<file path="src/rtl/rs2_lv_sched.sv">
// rs2_lv_sched -- RS2 read-port scheduler for the stack cache.
//
// Forms the RS2 read address as vars_ptr + offset, sequences 64-bit reads
// as two back-to-back words, replays a read after a stack-cache miss and
// shares the read port with the dribbler.
//
// Ports:
//   clk, reset_l        core clock, asynchronous active-low reset
//   dec_*               decoded RS2 request (valid, one-hot offset select,
//                       index byte, lvars flag, long flag)
//   vars_ptr            current VARS word address
//   hold                pipeline hold
//   sc_miss             miss for the read issued in the previous cycle
//   sc_fill_done        miss fill complete (one-cycle pulse)
//   drib_req/drib_addr  dribbler port request and read address
//   dec_ack, drib_gnt   combinational accept / grant for this cycle
//   sc_rd_en/addr/hi    registered read strobe, address, second-word flag
//   rs2_busy            a long second word or a miss replay is pending
//
// Optional feature (macro RS2_STARVE_GUARD_EN): after DRIB_STARVE
// consecutive denied dribbler cycles the dribbler is forced a slot over the
// decoder. Without the macro the decoder always has priority.
module rs2_lv_sched #(
  parameter int ADDR_W = 6
`ifdef RS2_STARVE_GUARD_EN
  , parameter int DRIB_STARVE = 4
`endif
) (
  input  logic              clk,
  input  logic              reset_l,
  input  logic              dec_valid,
  input  logic [4:0]        dec_offset_sel,
  input  logic [7:0]        dec_nxt_byte,
  input  logic              dec_lvars_acc,
  input  logic              dec_long,
  input  logic [ADDR_W-1:0] vars_ptr,
  input  logic              hold,
  input  logic              sc_miss,
  input  logic              sc_fill_done,
  input  logic              drib_req,
  input  logic [ADDR_W-1:0] drib_addr,
  output logic              dec_ack,
  output logic              drib_gnt,
  output logic              sc_rd_en,
  output logic [ADDR_W-1:0] sc_rd_addr,
  output logic              sc_rd_hi,
  output logic              rs2_busy
);

  typedef enum logic [1:0] {
    ST_IDLE = 2'd0,
    ST_HI   = 2'd1,
    ST_MISS = 2'd2
  } state_t;

  state_t              state_r;
  logic [ADDR_W-1:0]   hi_addr_r;
  logic [ADDR_W-1:0]   miss_addr_r;
  logic                miss_hi_r;
  logic                miss_long_r;
  logic                rd_en_r;
  logic [ADDR_W-1:0]   rd_addr_r;
  logic                rd_hi_r;

  logic [7:0]          offset_s;
  logic [ADDR_W+7:0]   sum_s;
  logic [ADDR_W-1:0]   req_addr_s;
  logic                miss_s;
  logic                open_s;
  logic                force_drib_s;
  logic                ack_s;
  logic                gnt_s;

  // Offset select: highest set bit wins, all-zero selects offset 0.
  always_comb begin
    offset_s = 8'd0;
    if (dec_offset_sel[4]) begin
      offset_s = dec_nxt_byte;
    end else if (dec_offset_sel[3]) begin
      offset_s = 8'd3;
    end else if (dec_offset_sel[2]) begin
      offset_s = 8'd2;
    end else if (dec_offset_sel[1]) begin
      offset_s = 8'd1;
    end else begin
      offset_s = 8'd0;
    end
  end

  // Sum is formed wide and truncated so the address wraps modulo 2^ADDR_W.
  assign sum_s      = {8'd0, vars_ptr} + {{ADDR_W{1'b0}}, offset_s};
  assign req_addr_s = sum_s[ADDR_W-1:0];

  // A miss only applies to a read actually issued last cycle.
  assign miss_s = sc_miss & rd_en_r;

`ifdef RS2_STARVE_GUARD_EN
  localparam int CNT_W = $clog2(DRIB_STARVE + 1);
  logic [CNT_W-1:0] starve_cnt_r;

  assign force_drib_s = (starve_cnt_r == CNT_W'(DRIB_STARVE)) & drib_req;

  // Count consecutive IDLE cycles in which the dribbler is denied.
  always_ff @(posedge clk or negedge reset_l) begin
    if (!reset_l) begin
      starve_cnt_r <= {CNT_W{1'b0}};
    end else if (state_r == ST_IDLE) begin
      if (gnt_s || !drib_req) begin
        starve_cnt_r <= {CNT_W{1'b0}};
      end else if (starve_cnt_r != CNT_W'(DRIB_STARVE)) begin
        starve_cnt_r <= starve_cnt_r + CNT_W'(1);
      end else begin
        starve_cnt_r <= starve_cnt_r;
      end
    end else begin
      starve_cnt_r <= starve_cnt_r;
    end
  end
`else
  assign force_drib_s = 1'b0;
`endif

  // Port arbitration: only an IDLE, unheld cycle without a pending miss
  // offers a slot, so a miss never drops a freshly accepted request.
  always_comb begin
    ack_s  = 1'b0;
    gnt_s  = 1'b0;
    open_s = (state_r == ST_IDLE) && !hold && !miss_s;
    if (open_s) begin
      if (dec_valid && !force_drib_s) begin
        ack_s = 1'b1;
        gnt_s = 1'b0;
      end else if (drib_req) begin
        ack_s = 1'b0;
        gnt_s = 1'b1;
      end else begin
        ack_s = 1'b0;
        gnt_s = 1'b0;
      end
    end else begin
      ack_s = 1'b0;
      gnt_s = 1'b0;
    end
  end

  // Scheduler FSM with registered read-port outputs.
  always_ff @(posedge clk or negedge reset_l) begin
    if (!reset_l) begin
      state_r     <= ST_IDLE;
      hi_addr_r   <= {ADDR_W{1'b0}};
      miss_addr_r <= {ADDR_W{1'b0}};
      miss_hi_r   <= 1'b0;
      miss_long_r <= 1'b0;
      rd_en_r     <= 1'b0;
      rd_addr_r   <= {ADDR_W{1'b0}};
      rd_hi_r     <= 1'b0;
    end else begin
      rd_en_r <= 1'b0;
      rd_hi_r <= 1'b0;
      case (state_r)
        ST_IDLE: begin
          if (miss_s) begin
            // Missed read was a short, a dribbler read or a second word.
            miss_addr_r <= rd_addr_r;
            miss_hi_r   <= rd_hi_r;
            miss_long_r <= 1'b0;
            state_r     <= ST_MISS;
          end else if (ack_s && dec_lvars_acc) begin
            rd_en_r   <= 1'b1;
            rd_addr_r <= req_addr_s;
            if (dec_long) begin
              hi_addr_r <= req_addr_s + ADDR_W'(1);
              state_r   <= ST_HI;
            end else begin
              state_r <= ST_IDLE;
            end
          end else if (gnt_s) begin
            rd_en_r   <= 1'b1;
            rd_addr_r <= drib_addr;
            state_r   <= ST_IDLE;
          end else begin
            state_r <= ST_IDLE;
          end
        end
        ST_HI: begin
          if (miss_s) begin
            // First word of a long missed; the second word stays pending.
            miss_addr_r <= rd_addr_r;
            miss_hi_r   <= rd_hi_r;
            miss_long_r <= 1'b1;
            state_r     <= ST_MISS;
          end else if (!hold) begin
            rd_en_r   <= 1'b1;
            rd_addr_r <= hi_addr_r;
            rd_hi_r   <= 1'b1;
            state_r   <= ST_IDLE;
          end else begin
            state_r <= ST_HI;
          end
        end
        ST_MISS: begin
          // Replay ignores hold so the fill result is consumed at once.
          if (sc_fill_done) begin
            rd_en_r   <= 1'b1;
            rd_addr_r <= miss_addr_r;
            rd_hi_r   <= miss_hi_r;
            state_r   <= miss_long_r ? ST_HI : ST_IDLE;
          end else begin
            state_r <= ST_MISS;
          end
        end
        default: begin
          state_r <= ST_IDLE;
        end
      endcase
    end
  end

  assign dec_ack    = ack_s;
  assign drib_gnt   = gnt_s;
  assign sc_rd_en   = rd_en_r;
  assign sc_rd_addr = rd_addr_r;
  assign sc_rd_hi   = rd_hi_r;
  assign rs2_busy   = (state_r != ST_IDLE);

endmodule

</file>
<file path="config.mk">
export PLATFORM = sky130hd
export DESIGN_NAME = rs2_lv_sched
export DESIGN_NICKNAME = d
export VERILOG_FILES = /design/src/rtl/rs2_lv_sched.sv
export SDC_FILE = /design/constraint.sdc
export NUM_CORES = 1
export LEC_CHECK = 0
export ABC_CLOCK_PERIOD_IN_PS = 1800
export CAP_MARGIN = 15
export CORE_UTILIZATION = 30
export CTS_BUF_LIST = sky130_fd_sc_hd__clkbuf_4
export DETAILED_ROUTE_END_ITERATION = 10
export HOLD_SLACK_MARGIN = 0.05
export PLACE_DENSITY_LB_ADDON = 0.3
export SYNTH_ARGS = -nofsm -noshare
export SYNTH_HDL_FRONTEND = slang
export SYNTH_SLANG_ARGS = --single-unit
export TNS_END_PERCENT = 5
</file>
<file path="constraint.sdc">
create_clock -name clk -period 1.8 [get_ports clk]
set_input_delay 0.36 -clock clk [delete_from_list [all_inputs] [get_ports clk]]
set_output_delay 0.36 -clock clk [all_outputs]
set_load 0.01 [all_outputs]
</file>
==> Implementation_results.wiki <==
{| class="wikitable"
! Metric !! Value
|-
| Status || finished with violations
|-
| Failing checks || setup timing
|-
| Most repeated library cell on the critical path || sky130_fd_sc_hd__a21oi_2
|-
| Proportion of register bits with asynchronous set or reset after synthesis || 100%
|-
| Relative contribution of combinational cells to total power || 56.5%
|-
| Vias per inst || 4.85
|-
| Die boundary height || 75.4 um
|-
| Row count || 26
|-
| Clock tree from TritonCTS || done
|-
| Total iterations of the first detailed-routing run || 4
|-
| # setup viols final || 6
|-
| Final weighted congestion in routability-driven placement || 0.769
|-
| Maximum number of pins on one net before global-route repair || 25
|-
| Final Instance Count excl. Fillers || 303
|-
| Overall track demand over capacity in global routing || 14.9%
|-
| Count of cell types in the netlist || 55
|-
| Worst Clk Skew || 0.00216 ns
|-
| Maxcap violations || 0
|-
| Filler cell count || 513
|-
| Slowest cell delay on critical path || 0.34 ns
|-
| Switch share || 35.8%
|-
| Count of state elements after synthesis || 24
|-
| Half-perimeter wire length after placement || 2990 um
|-
| Post-Synthesis Cell Area || 1620 um^2
|-
| Total of warnings raised by yosys || 0
|-
| Least-Margin Pin Slew || 0.322 ns
|-
| Synth cell count leaders || 24 x sky130_fd_sc_hd__dfrtp_1, 16 x sky130_fd_sc_hd__nand2_1, 11 x sky130_fd_sc_hd__ha_1, 10 x sky130_fd_sc_hd__mux2_2, 9 x sky130_fd_sc_hd__inv_1
|-
| Register clock-pin slew on the reported worst setup and hold paths || 0.14 ns
|-
| Achievable Freq || 511 MHz
|-
| Relative max-transition margin || 78.5%
|-
| Clock network latency to the later pin of the worst-skew pair || 0.31 ns
|-
| Via count || 1,469
|-
| Most used flip-flop cell after synthesis || sky130_fd_sc_hd__dfrtp_1
|-
| Crit share post-route || 109%
|-
| Antenna-violating nets left || 0
|-
| Number of instances in the synthesized netlist || 156
|-
| Seq/Total Area, Yosys || 37.2%
|-
| Synth-to-Final Area Change || 58.9%
|-
| Wire length of the first global-routing pass || 6530 um
|-
| H-tree levels || 1
|-
| Critical Path Fanout Max || 3
|-
| Critical path, cell by cell || buf_6 > a21oi_2 > o21ai_1 > ha_2 > fa_2 > a21o_1 > a21oi_2 > xor2_2 > buf_4 > nor4_2 > o31ai_1
|-
| Required time of the worst setup path || 2.03 ns
|-
| Area fraction of the dominant cell type after synthesis || 37.2%
|-
| Fraction of layout instances using a drive strength above 1 || 38.6%
|-
| Peak ir drop on the vdd network || 0.462 mV
|-
| Number of sinks driven by the clock tree || 24
|-
| Clock share of power || 13.1%
|-
| Arr. time, crit path || 2.19 ns
|-
| Placed cell count || 294
|-
| Number of pins with negative max-slew slack in the final report || 0
|-
| Post-layout net count || 280
|-
| Kind of critical path || primary input to register
|-
| Starting DRC count in detailed routing || 46
|-
| Die boundary width || 75.4 um
|-
| Core occupancy in the finished layout || 50.0%
|-
| Average routed wire per standard cell || 13.1 um
|-
| Total buffers and inverters traversed by the critical path || 2
|-
| Clock buffer count from CTS || 3
|-
| Cell types with the largest area share after synthesis || sky130_fd_sc_hd__dfrtp_1 37%, sky130_fd_sc_hd__ha_1 8.5%, sky130_fd_sc_hd__mux2_2 7.0%
|-
| Time the worst path needs with I/O delays and setup || 1.96 ns
|-
| Power per unit of standard cell area || 1170 nW/um^2
|-
| Worst hold path class || primary input to async pin
|-
| RSZ-0062 raised after global routing || yes
|-
| Residual DRC || 0
|-
| Leakage component of the power || 1.15 nW
|-
| Internal power contribution || 0.00192 W
|-
| Cell family with most CP delay || compound AO/OA/AOI/OAI gates
|-
| Portion of total power attributed to sequential cells || 30.4%
|-
| Global route total overflow || 0
|-
| Syn Nets || 202
|-
| Average footprint of a synthesized cell || 10.4 um^2
|-
| Critical Path Source || dec_offset_sel[1]
|-
| Most frequently used cell type in the post-synthesis netlist || sky130_fd_sc_hd__dfrtp_1
|-
| Post-layout worst setup margin || -0.155 ns
|-
| Power dissipated by switching net loads || 0.00107 W
|-
| Diodes inserted || 0
|-
| Sequential cell area || 601 um^2
|-
| Area of the core || 5140 um^2
|-
| Multi-input gate area in the final layout || 1090 um^2
|-
| Crit path capture type || register
|-
| Critical register-to-register path startpoint || state_r[0]
|-
| IO Pins || 45
|-
| Category of the worst setup path launch point || primary input
|-
| CP max stage cell || sky130_fd_sc_hd__fa_2
|-
| Max clock buf depth || 2
|-
| Number of I/O port buffers || 41
|-
| Final hold viol count || 0
|-
| Total Wirelength || 3980 um
|-
| Initial antenna violation count || 0
|-
| Top cell type by total area after synthesis || sky130_fd_sc_hd__dfrtp_1
|-
| Die ar. || 5690 um^2
|-
| Number of enable flip-flop cells after synthesis || 0
|-
| Vias in the first global route || 1,442
|-
| Clock root buffer || sky130_fd_sc_hd__clkbuf_4
|-
| Starting utilization of the core area || 31.5%
|}
[final timing paths]
kind | cells past startpoint | endpoint | slack [ns]
min in group clk | 3 | hi_addr_r[0] | 0.50
min | 2 | miss_long_r | 0.39
min reg2reg | 2 | hi_addr_r[3] | 0.51
max | 11 | hi_addr_r[5] | -0.16
max in group asynchronous | 2 | sc_rd_addr[2] | 1.16
max reg2reg | 8 | sc_rd_addr[5] | 0.08
[registers in the layout, indices dropped and copies added (netlist names)]
signal       cells
hi_addr_r        6
miss_addr_r      6
miss_hi_r        1
miss_long_r      1
sc_rd_addr       6
sc_rd_en         1
sc_rd_hi         1
state_r          2
[area by class of cell]
type	count	area share [%]
multi-input combinational	118	42.3
timing repair buffer	78	27.6
sequential	24	23.4
tap	70	3.41
inverter	9	1.32
clock inverter	1	1.17
clock buffer	3	0.877
[worst register-to-register path, delay by kind of cell (launching register included)]
kind / cells / cell delay (ns)
AOI/OAI and AO/OA: 3 / 0.57
DFF: 1 / 0.42
adders and majority gates: 1 / 0.19
buffers and inverters: 2 / 0.31
and+or+nand+nor: 2 / 0.16
[metal layers]
layer,part of all wire [%],GRT usage (%),up-vias
met5,0,0,-
met4,0.43,3.09,0
met3,3.6,1.32,2
met2,51,27.5,41
met1,45,19.1,693
li1,-,-,733
[power by group through the flow]
stage          Combinational (W)  Clock [W]  Sequential, W
3_5_place_dp             0.00155          0       0.000927
4_1_cts                  0.00160   0.000405       0.000910
6_report                 0.00169   0.000393       0.000910
3_3_place_gp             0.00152          0       0.000923
2_1_floorplan           0.000873          0       0.000942
5_1_grt                  0.00186   0.000424       0.000945
[cells in the final DEF (no fill, tap or decap), types with 3 or more instances in the layout]
master                            instances
sky130_fd_sc_hd__dlymetal6s2s_1           4
sky130_fd_sc_hd__nor2_1                   4
sky130_fd_sc_hd__inv_2                    3
sky130_fd_sc_hd__nand2_1                 15
sky130_fd_sc_hd__buf_4                   33
sky130_fd_sc_hd__buf_6                    5
sky130_fd_sc_hd__a21oi_2                  4
sky130_fd_sc_hd__nand3_1                  5
sky130_fd_sc_hd__a221o_1                  4
sky130_fd_sc_hd__mux2_2                  10
sky130_fd_sc_hd__ha_1                     5
sky130_fd_sc_hd__inv_1                    6
sky130_fd_sc_hd__dfrtp_1                 24
sky130_fd_sc_hd__clkdlybuf4s50_1         28
sky130_fd_sc_hd__ha_4                     5
sky130_fd_sc_hd__o211ai_1                 3
sky130_fd_sc_hd__clkbuf_4                 3
sky130_fd_sc_hd__clkdlybuf4s15_1          3
sky130_fd_sc_hd__o21ai_1                  8
[what timing repair did]
action | 4_1_cts | 5_1_grt
endpoints found under the setup margin | 14 | 15
hold buffers | 0 | 0
pin swaps | 15 | 12
resized for setup | 34 | 29
setup buffers | 5 | 0
[cell families (layout without fill, tap and decap cells)]
family | count (synthesis) | after routing | synth area share, %
adders and majority gates | 12 | 12 | 9.75
xor gates and xnor gates | 5 | 5 | 3.17
buffers and inverters | 14 | 91 | 4.26
and+or+nand+nor | 45 | 45 | 15.2
muxes | 11 | 11 | 7.59
DFF | 24 | 24 | 37.2
AOI/OAI and AO/OA | 45 | 45 | 22.9
[metrics by stage]
step	worst slack (ns)	hold slack [ns]	area, um^2	total power, W	setup TNS (ns)
after floorplan	-0.339	0.0644	1620	0.00182	-1.41
after global placement	-0.912	0.472	2330	0.00244	-9.06
after detailed placement	-0.991	0.478	2330	0.00247	-9.55
after CTS	-0.251	0.395	2480	0.00291	-1.53
after global routing	-0.268	0.411	2570	0.00323	-1.13
final	-0.155	0.390	2570	0.00300	-0.394
No activity file was read; power rests on OpenSTA's default activity.
